--- config.mk ---
export PLATFORM = sky130hd
export DESIGN_NAME = modulo_pilha_retorno
export DESIGN_NICKNAME = d
export VERILOG_FILES = /design/src/rtl/modulo_pilha_retorno.sv
export SDC_FILE = /design/constraint.sdc
export NUM_CORES = 1
export LEC_CHECK = 0
export ABC_CLOCK_PERIOD_IN_PS = 3250
export CAP_MARGIN = 5
export CORE_UTILIZATION = 57
export DETAILED_ROUTE_END_ITERATION = 8
export GPL_TIMING_DRIVEN = 0
export PLACE_DENSITY_LB_ADDON = 0.3
export SLEW_MARGIN = 20
export SYNTH_ARGS = -nofsm -noshare
export SYNTH_HDL_FRONTEND = slang
export SYNTH_SLANG_ARGS = --single-unit
--- constraint.sdc ---
create_clock -name i_clock -period 3.25 [get_ports i_clock]
set_input_delay 0.325 -clock i_clock [delete_from_list [all_inputs] [get_ports i_clock]]
set_output_delay 0.325 -clock i_clock [all_outputs]
set_load 0.03 [all_outputs]
--- src/rtl/modulo_pilha_retorno.sv ---
`default_nettype none
// ============================================================================
// Module   : modulo_pilha_retorno
// Purpose  : Program counter and return-address stack. It sits between
//            instruction decode and the instruction memory address port.
//            Jump-and-link pushes PC+1 and jumps; return pops the saved
//            address back into the PC. Overflow and underflow set a sticky
//            error flag.
// Revision : 1.0 - initial release
// ----------------------------------------------------------------------------
// Parameters
//   ADDR_WIDTH       width of PC, jump targets and stack entries
//   DEPTH            number of return-address entries (power of two, >= 2)
// Ports
//   i_clock          system clock, rising edge
//   i_reset_n        asynchronous active-low reset
//   i_habilita       advance enable; 0 freezes PC, level, stack and error
//   i_salto          plain jump to i_endereco_salto
//   i_salto_link     push PC+1 and jump to i_endereco_salto
//   i_retorno        pop top of stack into the PC
//   i_endereco_salto jump target from decode
//   i_limpa_erro     clears o_erro_pilha (honoured even when disabled)
//   o_pc             current instruction address (registered)
//   o_topo           top-of-stack value, 0 when empty (combinational)
//   o_nivel          number of valid entries, 0..DEPTH (registered)
//   o_vazia          stack empty (registered)
//   o_cheia          stack full (registered)
//   o_erro_pilha     sticky overflow/underflow flag (registered)
// ============================================================================
module modulo_pilha_retorno #(
  parameter int ADDR_WIDTH = 13,
  parameter int DEPTH      = 8
) (
  input  logic                       i_clock,
  input  logic                       i_reset_n,
  input  logic                       i_habilita,
  input  logic                       i_salto,
  input  logic                       i_salto_link,
  input  logic                       i_retorno,
  input  logic [ADDR_WIDTH-1:0]      i_endereco_salto,
  input  logic                       i_limpa_erro,
  output logic [ADDR_WIDTH-1:0]      o_pc,
  output logic [ADDR_WIDTH-1:0]      o_topo,
  output logic [$clog2(DEPTH):0]     o_nivel,
  output logic                       o_vazia,
  output logic                       o_cheia,
  output logic                       o_erro_pilha
);

  localparam int c_PTR_W = $clog2(DEPTH);
  localparam int c_LVL_W = c_PTR_W + 1;

  localparam logic [c_LVL_W-1:0]    c_LVL_ZERO = '0;
  localparam logic [c_LVL_W-1:0]    c_LVL_ONE  = c_LVL_W'(1);
  localparam logic [c_LVL_W-1:0]    c_LVL_FULL = c_LVL_W'(DEPTH);
  localparam logic [ADDR_WIDTH-1:0] c_PC_ONE   = ADDR_WIDTH'(1);

  // --------------------------------------------------------------------------
  // State
  // --------------------------------------------------------------------------
  logic [ADDR_WIDTH-1:0] r_pc;
  logic [c_LVL_W-1:0]    r_nivel;
  logic                  r_vazia;
  logic                  r_cheia;
  logic                  r_erro;
  logic [ADDR_WIDTH-1:0] r_stack [DEPTH];

  // --------------------------------------------------------------------------
  // Command decode (retorno > salto_link > salto > increment)
  // --------------------------------------------------------------------------
  logic w_do_ret;
  logic w_do_link;
  logic w_do_jump;
  logic w_push;
  logic w_pop;
  logic w_overflow;
  logic w_underflow;

  always_comb begin
    w_do_ret    = i_habilita & i_retorno;
    w_do_link   = i_habilita & ~i_retorno & i_salto_link;
    w_do_jump   = i_habilita & ~i_retorno & ~i_salto_link & i_salto;
    w_push      = w_do_link & ~r_cheia;
    w_pop       = w_do_ret  & ~r_vazia;
    w_overflow  = w_do_link &  r_cheia;
    w_underflow = w_do_ret  &  r_vazia;
  end

  // --------------------------------------------------------------------------
  // Stack addressing. The top entry lives at nivel-1; a push writes nivel,
  // which is always below DEPTH when a push is allowed, so dropping the MSB
  // of the level is safe for both indices.
  // --------------------------------------------------------------------------
  logic [c_LVL_W-1:0]    w_nivel_dec;
  logic [c_PTR_W-1:0]    w_top_idx;
  logic [c_PTR_W-1:0]    w_push_idx;
  logic [ADDR_WIDTH-1:0] w_topo;
  logic [ADDR_WIDTH-1:0] w_pc_inc;

  always_comb begin
    w_nivel_dec = r_nivel - c_LVL_ONE;
    w_top_idx   = w_nivel_dec[c_PTR_W-1:0];
    w_push_idx  = r_nivel[c_PTR_W-1:0];
    w_topo      = r_vazia ? '0 : r_stack[w_top_idx];
    // Carry discarded: the last address wraps to 0, and a link there pushes 0.
    w_pc_inc    = r_pc + c_PC_ONE;
  end

  // --------------------------------------------------------------------------
  // Next-state computation
  // --------------------------------------------------------------------------
  logic [ADDR_WIDTH-1:0] w_pc_nxt;
  logic [c_LVL_W-1:0]    w_nivel_nxt;
  logic                  w_erro_nxt;

  always_comb begin
    w_pc_nxt    = r_pc;
    w_nivel_nxt = r_nivel;
    w_erro_nxt  = r_erro;

    if (i_habilita) begin
      if (w_pop) begin
        w_pc_nxt = w_topo;
      end else if (w_do_link || w_do_jump) begin
        // Overflowing links still take the jump; only the push is dropped.
        w_pc_nxt = i_endereco_salto;
      end else begin
        // Plain increment, and also the recovery path for an underflow.
        w_pc_nxt = w_pc_inc;
      end
    end

    if (w_push) begin
      w_nivel_nxt = r_nivel + c_LVL_ONE;
    end else if (w_pop) begin
      w_nivel_nxt = w_nivel_dec;
    end

    // Setting has priority over clearing when both happen together.
    if (w_overflow || w_underflow) begin
      w_erro_nxt = 1'b1;
    end else if (i_limpa_erro) begin
      w_erro_nxt = 1'b0;
    end
  end

  // --------------------------------------------------------------------------
  // Control registers
  // --------------------------------------------------------------------------
  always_ff @(posedge i_clock or negedge i_reset_n) begin
    if (!i_reset_n) begin
      r_pc    <= '0;
      r_nivel <= '0;
      r_vazia <= 1'b1;
      r_cheia <= 1'b0;
      r_erro  <= 1'b0;
    end else begin
      r_pc    <= w_pc_nxt;
      r_nivel <= w_nivel_nxt;
      // Flags are registered from the next level so they line up with r_nivel.
      r_vazia <= (w_nivel_nxt == c_LVL_ZERO);
      r_cheia <= (w_nivel_nxt == c_LVL_FULL);
      r_erro  <= w_erro_nxt;
    end
  end

  // --------------------------------------------------------------------------
  // Stack storage. No reset: entries above nivel are never observed.
  // --------------------------------------------------------------------------
  always_ff @(posedge i_clock) begin
    if (w_push) begin
      r_stack[w_push_idx] <= w_pc_inc;
    end
  end

  // --------------------------------------------------------------------------
  // Outputs
  // --------------------------------------------------------------------------
  assign o_pc         = r_pc;
  assign o_topo       = w_topo;
  assign o_nivel      = r_nivel;
  assign o_vazia      = r_vazia;
  assign o_cheia      = r_cheia;
  assign o_erro_pilha = r_erro;

endmodule
`default_nettype wire

==> results of run 1 <==
registers in the layout (all words and copies together), names as in the netlist:
signal / flops
o_cheia: 1
o_erro_pilha: 1
o_nivel: 4
o_pc: 13
o_vazia: 1
r_stack: 104
worst min-delay path by stage:
stage,cells past startpoint,end
global placement,1,o_nivel[3]$_DFF_PN0_
global route,2,o_erro_pilha$_DFFE_PN0P_
finish,1,o_nivel[3]$_DFF_PN0_
CTS,1,o_nivel[2]$_DFF_PN0_
floorplan,0,o_cheia$_DFF_PN0_
detailed placement,1,o_nivel[3]$_DFF_PN0_
through the flow:
| step | total power, W | setup WS [ns] | utilization | cell area (um2) | setup TNS [ns] |
|---|---|---|---|---|---|
| floorplan | 0.00484 | 0.135 | - | 5540 | 0 |
| global placement | 0.00605 | -0.684 | 0.667 | 6220 | -21.22 |
| detailed placement | 0.00614 | -0.526 | 0.678 | 6330 | -4.54 |
| CTS | 0.00827 | 0.0215 | 0.755 | 7040 | 0 |
| global route | 0.00882 | -0.00775 | 0.761 | 7100 | -0.0168 |
| finish | 0.00853 | 0.0520 | 0.761 | 7100 | 0 |
what timing repair did:
item                       CTS  global route
gates resized for setup     67            15
setup buffers               13             4
setup endpoints to repair   13            12
pin swaps                    1             0
placed cells by master (no fill, tap or decap), drive strengths merged, types with 4 or more instances in the layout:
| master | netlist | routed |
|---|---|---|
| a21oi | 12 | 12 |
| buf | 12 | 44 |
| clkbuf | 6 | 24 |
| clkdlybuf4s50 | 0 | 39 |
| clkinv | 1 | 7 |
| clkinvlp | 0 | 4 |
| dfrtp | 19 | 19 |
| edfxtp | 104 | 104 |
| inv | 12 | 12 |
| mux2i | 38 | 38 |
| mux4 | 17 | 17 |
| nand2 | 13 | 13 |
| nand2b | 4 | 4 |
| nand3 | 5 | 5 |
| nor2 | 31 | 31 |
| nor3 | 9 | 9 |
| o21ai | 7 | 7 |
| o221ai | 6 | 6 |
| o31a | 4 | 4 |
| or2 | 4 | 4 |
| or3 | 4 | 4 |
| xnor2 | 7 | 7 |
metal layers:
metal	track usage	up-vias	wire [um]
li1	-	1628	-
met1	0.408	1855	5230
met2	0.463	342	6760
met3	0.0839	83	1910
met4	0.159	0	733
met5	0	-	0
area by class of cell:
| cell class | count | area (um2) |
|---|---|---|
| clock buffer | 18 | 418 |
| inverter | 13 | 48.8 |
| fill | 521 | 2230 |
| timing repair buffer | 76 | 708 |
| multi-input combinational | 210 | 1820 |
| sequential | 124 | 3620 |
| clock inverter | 13 | 151 |
| tap | 129 | 161 |
| buffer | 18 | 164 |
kinds of logic after synthesis:
kind of cell | count (synthesis)
AOI/OAI and AO/OA | 58
xor gates and xnor gates | 10
muxes | 55
DFF | 124
and+or+nand+nor | 84
adders and majority gates | 3
buffers and inverters | 31
worst max-delay path: cells and delay by family (launching register included):
| kind | cells | cell delay (ns) |
|---|---|---|
| AND/OR/NAND/NOR | 1 | 0.10 |
| flip-flops | 1 | 0.50 |
| multiplexers | 2 | 0.60 |
| buffers and inverters | 4 | 0.86 |
| adder cells (fa/ha/maj) | 1 | 0.30 |
power groups by stage:
stage	Sequential, W	Clock [W]	Combinational (W)
2_1_floorplan	0.00251	0	0.00233
3_3_place_gp	0.00233	0	0.00372
3_5_place_dp	0.00234	0	0.00381
4_1_cts	0.00231	0.00182	0.00413
5_1_grt	0.00234	0.00190	0.00459
6_report	0.00233	0.00182	0.00438
==> results.md, run 1 <==
- Layout Cells excl Fill: 601
- Maximum number of pins on one net before global-route repair: 21
- Vias in the first global route: 3,801
- 1st-iter DRT viols: 629
- Cells after Synth: 365
- Synthesized area per cell: 15.2 um2
- Switching power: 0.00332 W
- Xor and xnor fraction of the mapped netlist area: 0.0172
- Max stage delay cell, worst path: dfrtp_1
- Top FF cell, synth: edfxtp_1
- R2r startpoint: o_nivel[0]$_DFF_PN0_
- Routability congestion estimate from global placement: 0.910
- Tot GR Track Use: 0.306
- Synth top area share: 0.564
- Number of clock sinks: 124
- Final hold viol count: 0
- Reg2Reg Setup Slack: 0.09 ns
- Fmax: 0.313 GHz
- Clock Skew: 0.00580 ns
- Starting Density: 0.593
- Clk_lat worst skew: 0.51 ns
- Area contributors post-synth: edfxtp_1 (56%), dfrtp_1 (8.6%), mux2i_1 (6.9%)
- CTS Buf Count: 17
- DRT Pass-1 Iters: 7
- Worst reg2reg endpoint: o_pc[11]$_DFFE_PN0P_
- Die Area: 10,100 um2
- Final setup vio count: 0
- Main combinational cell family by area after synthesis: multiplexers
- Input/output buffers: 52
- #FFs+latches synth: 124
- Global-route wire length before repair: 21,700 um
- Dpl cells: 553
- Most frequent CP cell: buf_6
- Clock power share: 0.213
- Worst VDD drop: 0.590 mV
- Leading area contributor after synthesis: edfxtp_1
- Drt via density: 6.50
- Netlist cell types: 57
- Critical path class: flop to output port
- Die Wd: 101 um
- Sw frac: 0.389
- Minimum clock period after layout: 3.20 ns
- Fin crit share: 0.984
- I/O Pins: 53
- TritonCTS clock tree: built
- Worst Path Required: 2.92 ns
- Slew @ Worst Pin: 1.00 ns
- Antenna viol nets, final: 0
- Hold WC Path Type: input port to async pin
- Post-synthesis compound-gate area fraction: 0.0764
- Worst setup startpoint: o_nivel[1]$_DFF_PN0_
- Area grow syn2layout: 28.2%
- Max stage delay on crit path: 0.50 ns
- Worst Reg2Reg Path Length in Cells: 17
- Worst setup path end: o_topo[10]
- Leak pwr: 2.58 nW
- Seq/Total Area, Yosys: 0.655
- Routed via count: 3,908
- Longest Clk Path Bufs: 2
- Crit path cell chain: inv_1 > ha_4 > buf_6 > buf_6 > mux2i_1 > mux4_2 > nor2_1 > clkdlybuf4s15_2
- Hold_ws: 0.364 ns
- CTS Hold Bufs: 0
- Post-route DRC: 0
- WP data arrival: 2.87 ns
- Die height: 101 um
- Adder-cell share of the synthesized area: 0.00678
- EDFF count, synth: 104
- Syn nets: 388
- Fin nets: 483
- Slew Viols, Final: 0
- Pint: 0.00521 W
- Total congestion overflow: 0
- Row count: 35
- DP Wirelength: 9220 um
- Layout cell share with drive strength beyond 1: 0.246
- Total wire length: 14,600 um
- Core ar.: 9330 um2
- Cell with the most instances after synthesis: edfxtp_1
- Wire per inst: 24.4 um
- Simple-Gate Fraction of Synth Area: 0.0739
- FFs w/ async S/R, synth: 0.161
- Syn. warnings: 0
- Startpoint Class: flop
- Combinational share of power: 0.514
- Seq pwr share: 0.273
- H-tree Lvls: 4
- Root buffer cell: clkbuf_8
- Initial antenna violation count: 0
- Worst-path maximum fanout: 10
- Max cap viols: 0
- Pwr dens: 1200 nW/um2
- CP Capture Type: output port
- Status: completed
- Top cells by count, synth: edfxtp_1 (104), mux2i_1 (38), nor2_1 (31)
- Clk slew on worst S/H paths: 0.06 ns
- Worst slew margin: 0.328
- Synthesized cell area: 5540 um2
- Multiplexer share of the synthesized area: 0.141
- Ant diodes: 0
Power figures use the tool's default switching activity.
==> inputs of run 2 (changes only) <==
--- a/config.mk
+++ b/config.mk
@@ -6,8 +6,9 @@
 export NUM_CORES = 1
 export LEC_CHECK = 0
 export ABC_CLOCK_PERIOD_IN_PS = 3250
-export CAP_MARGIN = 5
+export CORE_ASPECT_RATIO = 1.1
 export CORE_UTILIZATION = 57
+export CTS_CLUSTER_SIZE = 14
 export DETAILED_ROUTE_END_ITERATION = 8
 export GPL_TIMING_DRIVEN = 0
 export PLACE_DENSITY_LB_ADDON = 0.3
==> run 2 against run 1 <==
  * Non-clock buffer count grew 3
  * Core utilization shrank 0.49 points
  * Combinational power grew 1%
  * Setup slack gained 0.0041 ns
  * Clock power is essentially flat
  * Sequential power is essentially flat
  * Largest power group unchanged
  * Highest routed layer unchanged
==> results.md, run 2 (synthesis gave the netlist of run 1 again) <==
- Die Area: 10,100 um2 (about the same)
- 1st-iter DRT viols: 541 (was 629)
- Slew @ Worst Pin: 0.746 ns (was 1.00 ns)
- Max cap viols: 0 (unchanged)
- CP Capture Type: output port (unchanged)
- Routability congestion estimate from global placement: 0.894 (was 0.910)
- Total congestion overflow: 0 (unchanged)
- Pint: 0.00524 W (was 0.00521 W)
- Ant diodes: 0 (unchanged)
- R2r startpoint: o_nivel[0]$_DFF_PN0_ (unchanged)
- Maximum number of pins on one net before global-route repair: 21 (unchanged)
- Most crowded layer after global routing: met2 (unchanged)
- Worst slew margin: 0.499 (was 0.328)
- Wire per inst: 25.1 um (was 24.4 um)
- Critical path class: flop to output port (unchanged)
- Hold_ws: 0.312 ns (was 0.364 ns)
- Die height: 105 um (was 101 um)
- Clock power share: 0.209 (was 0.213)
- Fmax: 0.313 GHz (about the same)
- Row count: 37 (was 35)
- Longest Clk Path Bufs: 2 (unchanged)
- Hold WC Path Type: input port to async pin (unchanged)
- Fin nets: 486 (was 483)
- Minimum clock period after layout: 3.19 ns (was 3.20 ns)
- Combinational share of power: 0.519 (was 0.514)
- Initial antenna violation count: 0 (unchanged)
- Root buffer cell: clkbuf_8 (unchanged)
- Total wire length: 14,900 um (was 14,600 um)
- Number of clock sinks: 124 (unchanged)
- Startpoint Class: flop (unchanged)
- H-tree Lvls: 4 (unchanged)
- Antenna viol nets, final: 0 (unchanged)
- Clk_lat worst skew: 0.53 ns (was 0.51 ns)
- Largest Register: r_stack (unchanged)
- Status: completed (unchanged)
- CTS Buf Count: 17 (unchanged)
- Routed via count: 3,846 (was 3,908)
- M3 GR Usage: 0.110 (was 0.0839)
- Final setup vio count: 0 (unchanged)
- Final hold viol count: 0 (unchanged)
- I/O Pins: 53 (unchanged)
- Clk slew on worst S/H paths: 0.06 ns (about the same)
- Input/output buffers: 52 (unchanged)
- TritonCTS clock tree: built (unchanged)
- Worst setup startpoint: o_nivel[0]$_DFF_PN0_ (was o_nivel[1]$_DFF_PN0_)
- Met1 usage in global routing: 0.410 (was 0.408)
- Worst-path maximum fanout: 3 (was 10)
- Final setup TNS: 0 ns (unchanged)
- Commonest non-fill, non-tap cell in the layout: edfxtp_1 (unchanged)
- Switching power: 0.00331 W (was 0.00332 W)
- Die Wd: 96.0 um (was 101 um)
- GRT met2 Usage: 0.480 (was 0.463)
- Post-route DRC: 0 (unchanged)
- Starting Density: 0.589 (was 0.593)
- Pwr dens: 1200 nW/um2 (about the same)
- Area grow syn2layout: 28.3% (was 28.2%)
- DRT Pass-1 Iters: 6 (was 7)
- Worst VDD drop: 0.734 mV (was 0.590 mV)
- Clock Skew: 0.00967 ns (was 0.00580 ns)
- Fin crit share: 0.983 (was 0.984)
- Largest register FFs: 104 (unchanged)
- Global-route wire length before repair: 22,100 um (was 21,700 um)
- DP Wirelength: 9450 um (was 9220 um)
- Core ar.: 9400 um2 (was 9330 um2)
- Worst Path Required: 2.92 ns (about the same)
- Seq pwr share: 0.272 (was 0.273)
- Drt via density: 6.50 (about the same)
- Vias in the first global route: 3,800 (was 3,801)
- Sw frac: 0.387 (was 0.389)
- Tot GR Track Use: 0.322 (was 0.306)
- WP data arrival: 2.87 ns (about the same)
- Leak pwr: 2.61 nW (was 2.58 nW)
- Slew Viols, Final: 0 (unchanged)
- Layout cell share with drive strength beyond 1: 0.238 (was 0.246)
- Commonest cells after routing, fill and taps aside: edfxtp_1 (104), clkdlybuf4s50_1 (38), mux2i_1 (35) (was edfxtp_1 (104), clkdlybuf4s50_1 (39), mux2i_1 (34))
-- run 2: cell count changes in the layout (fill, tap and decap cells not counted), moves of 2 or more --
cell	previous run	this run
buf_12	2	4
buf_2	9	12
clkinvlp_4	4	1
clkinv_1	3	6
clkbuf_1	7	9
buf_6	10	6
buf_8	5	7
-- run 2: worst paths after layout --
check / end / slack [ns] / depth (start not counted)
min reg2reg: o_erro_pilha$_DFFE_PN0P_ / 0.54 / 2
max: o_topo[4] / 0.06 / 10
min in group i_clock: o_erro_pilha$_DFFE_PN0P_ / 0.38 / 2
min: o_pc[0]$_DFFE_PN0P_ / 0.31 / 2
max reg2reg: o_pc[11]$_DFFE_PN0P_ / 0.12 / 19
max in group asynchronous: o_vazia$_DFF_PN1_ / 2.57 / 2
-- run 2: worst max-delay path, stage by stage (launching register included) --
cell and delay [ns]:
dfrtp_1 0.41, buf_6 0.14, inv_2 0.08, buf_12 0.11, ha_4 0.16, xor2_4 0.20
buf_6 0.15, mux4_1 0.56, mux2i_1 0.22, nor2_1 0.09, buf_2 0.21
-- run 2: area by class of cell --
cell class                      count  area [um2]
Buffer                             18         180
Clock inverter                     11         126
Tap cell                          117         146
Inverter                           13        48.8
Fill cell                         564        2290
Timing Repair Buffer               79         729
Multi-Input combinational cell    210        1820
Sequential cell                   124        3620
Clock buffer                       20         425
-- run 2: metrics by stage --
stage          std cells  total power, W   util  setup slack (ns)  instance area, um2
6_report             592         0.00856  0.756            0.0562                7100
5_1_grt              592         0.00886  0.756           -0.0571                7100
4_1_cts              586         0.00831  0.748          0.000946                7030
2_1_floorplan        365         0.00484      -             0.135                5540
3_3_place_gp         534         0.00606  0.660            -0.664                6200
3_5_place_dp         542         0.00619  0.673            -0.644                6320
-- run 2: timing repair --
| action | 4_1_cts | 5_1_grt |
|---|---|---|
| buffers inserted | 13 | 5 |
| pin swaps | 1 | 0 |
| hold endpoints to repair | 0 | 19 |
| setup endpoints to repair | 13 | 13 |
| gates resized for setup | 77 | 9 |
| hold buffers | 0 | 1 |
-- run 2: power by group through the flow --
stage,logic (W),clock network [W],registers (W)
detailed placement,0.00384,0,0.00234
finish,0.00444,0.00179,0.00233
global route,0.00465,0.00187,0.00234
global placement,0.00372,0,0.00233
floorplan,0.00233,0,0.00251
CTS,0.00419,0.00180,0.00232
-- run 2: per-layer routing --
metal / part of all wire / vias up
met5: 0 / -
met2: 0.48 / 266
met1: 0.37 / 1880
met3: 0.099 / 65
li1: - / 1635
met4: 0.055 / 0
==> inputs of run 3 (changes only) <==
--- a/config.mk
+++ b/config.mk
@@ -5,11 +5,12 @@
 export SDC_FILE = /design/constraint.sdc
 export NUM_CORES = 1
 export LEC_CHECK = 0
-export ABC_CLOCK_PERIOD_IN_PS = 3250
+export ABC_CLOCK_PERIOD_IN_PS = 3600
 export CORE_ASPECT_RATIO = 1.1
 export CORE_UTILIZATION = 57
 export CTS_CLUSTER_SIZE = 14
 export DETAILED_ROUTE_END_ITERATION = 8
+export GPL_ROUTABILITY_DRIVEN = 0
 export GPL_TIMING_DRIVEN = 0
 export PLACE_DENSITY_LB_ADDON = 0.3
 export SLEW_MARGIN = 20
==> constraint.sdc (replaced) <==
create_clock -name i_clock -period 3.6 [get_ports i_clock]
set_input_delay 0.36 -clock i_clock [delete_from_list [all_inputs] [get_ports i_clock]]
set_output_delay 0.36 -clock i_clock [all_outputs]
set_load 0.03 [all_outputs]
==> run 3 against run 2 <==
  * Routed wire length decreased by 3.6%
  * Sequential share of layout area increased by 1.2 points
  * Non-clock buffer count decreased by 15
  * Register-to-register slack improved by 0.85 ns
  * Combinational power decreased by 20%
  * Cell area decreased by 2.2%
  * Die area unchanged
  * Critical path depth unchanged
  * Largest cell class unchanged
==> results.md, run 3 (synthesis gave the netlist of run 1 again) <==
- WP data arrival: 3.15 ns (was 2.87 ns)
- Largest register FFs: 104 (unchanged)
- Worst VDD drop: 0.638 mV (was 0.734 mV)
- TritonCTS clock tree: built (unchanged)
- Critical path class: flop to output port (unchanged)
- Buf/Inv on CP: 6 (was 5)
- CP delay by family, top: buffers and inverters (was multiplexers)
- Post-DP Area: 6320 um2 (unchanged)
- Crit path cell chain: buf_6 > inv_1 > buf_6 > ha_4 > buf_6 > buf_4 > mux4_2 > mux2i_1 > nor2_1 > dlygate4sd2_1 (was buf_6 > inv_2 > buf_12 > ha_4 > xor2_4 > buf_6 > mux4_1 > mux2i_1 > nor2_1 > buf_2)
- Layout cell share with drive strength beyond 1: 0.196 (was 0.238)
- Final setup vio count: 0 (unchanged)
- Status: completed (unchanged)
- CTS Buf Count: 17 (unchanged)
- Largest Register: r_stack (unchanged)
- Die height: 105 um (unchanged)
- 1st-iter DRT viols: 557 (was 541)
- Initial antenna violation count: 0 (unchanged)
- Slew Viols, Final: 0 (unchanged)
- Worst slew margin: 0.470 (was 0.499)
- Root buffer cell: clkbuf_8 (unchanged)
- Area grow syn2layout: 25.5% (was 28.3%)
- Total congestion overflow: 0 (unchanged)
- Max stage delay on crit path: 0.39 ns (was 0.56 ns)
- Global-route wire length before repair: 21,500 um (was 22,100 um)
- Most frequent CP cell: buf_6 (unchanged)
- Slew @ Worst Pin: 0.789 ns (was 0.746 ns)
- Maximum number of pins on one net before global-route repair: 21 (unchanged)
- Final Power: 0.00729 W (was 0.00856 W)
- Layout Cells excl Fill: 577 (was 592)
- Die Area: 10,100 um2 (unchanged)
- Fin crit share: 0.974
- Hold WC Path Type: input port to async pin (unchanged)
- Die Wd: 96.0 um (unchanged)
- Clk slew on worst S/H paths: 0.06 ns (about the same)
- Input/output buffers: 52 (unchanged)
- Drt via density: 6.57 (was 6.50)
- Core ar.: 9400 um2 (unchanged)
- Wire per inst: 24.8 um (was 25.1 um)
- Dpl cells: 542 (unchanged)
- Starting Density: 0.589 (unchanged)
- Commonest cells after routing, fill and taps aside: edfxtp_1 (104), clkdlybuf4s50_1 (38), mux2i_1 (37) (was edfxtp_1 (104), clkdlybuf4s50_1 (38), mux2i_1 (35))
- Fin nets: 471 (was 486)
- Pwr dens: 1050 nW/um2 (was 1200 nW/um2)
- DRT Pass-1 Iters: 5 (was 6)
- Final setup margin: 0.0943 ns (was 0.0562 ns)
- CP Capture Type: output port (unchanged)
- Worst-path maximum fanout: 10 (was 3)
- Antenna viol nets, final: 0 (unchanged)
- Clock Skew: 0.00608 ns (was 0.00967 ns)
- H-tree Lvls: 4 (unchanged)
- Startpoint Class: flop (unchanged)
- Commonest non-fill, non-tap cell in the layout: edfxtp_1 (unchanged)
- Number of clock sinks: 124 (unchanged)
- Fmax: 0.285 GHz
- Worst Path Required: 3.24 ns (was 2.92 ns)
- Ant diodes: 0 (unchanged)
- Max cap viols: 0 (unchanged)
- Max stage delay cell, worst path: dfrtp_1 (was mux4_1)
- Post-route DRC: 0 (unchanged)
- Routed via count: 3,793 (was 3,846)
- Clk_lat worst skew: 0.53 ns (about the same)
- Minimum clock period after layout: 3.51 ns
- Vias in the first global route: 3,769 (was 3,800)
- Total wire length: 14,300 um (was 14,900 um)
- Final hold viol count: 0 (unchanged)
- I/O Pins: 53 (unchanged)
- Pre-CTS setup slack: -0.329 ns (was -0.644 ns)
- Final Cell Area: 6950 um2 (was 7100 um2)
- DP Wirelength: 9450 um (unchanged)
- Tot GR Track Use: 0.312 (was 0.322)
- Longest Clk Path Bufs: 2 (unchanged)
- Row count: 37 (unchanged)
- Leak pwr: 2.53 nW (was 2.61 nW)
[run 3: cell types whose count changed in the layout (fill, tap and decap cells not counted), moves of 3 or more]
cell / delta
buf_2: -6
buf_4: -13
clkbuf_2: +5
buf_8: -3
dlygate4sd2_1: +3
buf_6: +3
buf_12: -3
[run 3: path summary, 6_finish.rpt]
path | depth (start not counted) | start | endpoint | slack [ns]
worst max-delay path | 10 | o_nivel[0]$_DFF_PN0_ | o_topo[7] | 0.09
worst min-delay path | 2 | i_reset_n | o_pc[0]$_DFFE_PN0P_ | 0.34
worst max register to register | 10 | o_nivel[0]$_DFF_PN0_ | o_pc[11]$_DFFE_PN0P_ | 0.97
worst min register to register | 2 | o_erro_pilha$_DFFE_PN0P_ | o_erro_pilha$_DFFE_PN0P_ | 0.54
max in group asynchronous | 2 | i_reset_n | o_vazia$_DFF_PN1_ | 2.90
min in group i_clock | 2 | i_limpa_erro | o_erro_pilha$_DFFE_PN0P_ | 0.42
[run 3: layout make-up]
cell class              instances  area (um2)
plain buffers                  18         148
clock buffers                  20         425
clock inverters                11         126
fillers                       588        2450
inverters                      13        48.8
multi-input cells             210        1820
flip-flops and latches        124        3620
well taps                     117         146
repair buffers                 64         604
[run 3: per-stage QoR]
stage / utilization / hold WS [ns] / setup TNS (ns)
global route: 0.739 / 0.384 / -0.0125
finish: 0.739 / 0.343 / 0
CTS: 0.740 / 0.390 / 0
floorplan: - / 0.0644 / 0
detailed placement: 0.673 / 0.531 / -1.81
global placement: 0.660 / 0.505 / -9.12
[run 3: routing by layer]
metal	vias to the layer above	wire, um	global-route usage	part of all wire
met2	250	6670	0.462	0.47
met1	1870	5490	0.409	0.38
met4	0	875	0.193	0.061
met5	-	0	0	0
met3	68	1300	0.0837	0.091
li1	1605	-	-	-
[run 3: report_power, final]
| part | internal (W) | switching, W |
|---|---|---|
| Clock | 0.00103 | 0.000580 |
| Combinational | 0.00146 | 0.00211 |
| Sequential | 0.00193 | 0.000177 |
| Total | 0.00442 | 0.00287 |
[run 3: timing repair]
item,4_1_cts,5_1_grt
resized for setup,36,14
hold buffers,0,1
cloned,0,0
pin swaps,1,0
setup endpoints to repair,13,11
buffers inserted,1,2
endpoints found under the hold margin,0,19
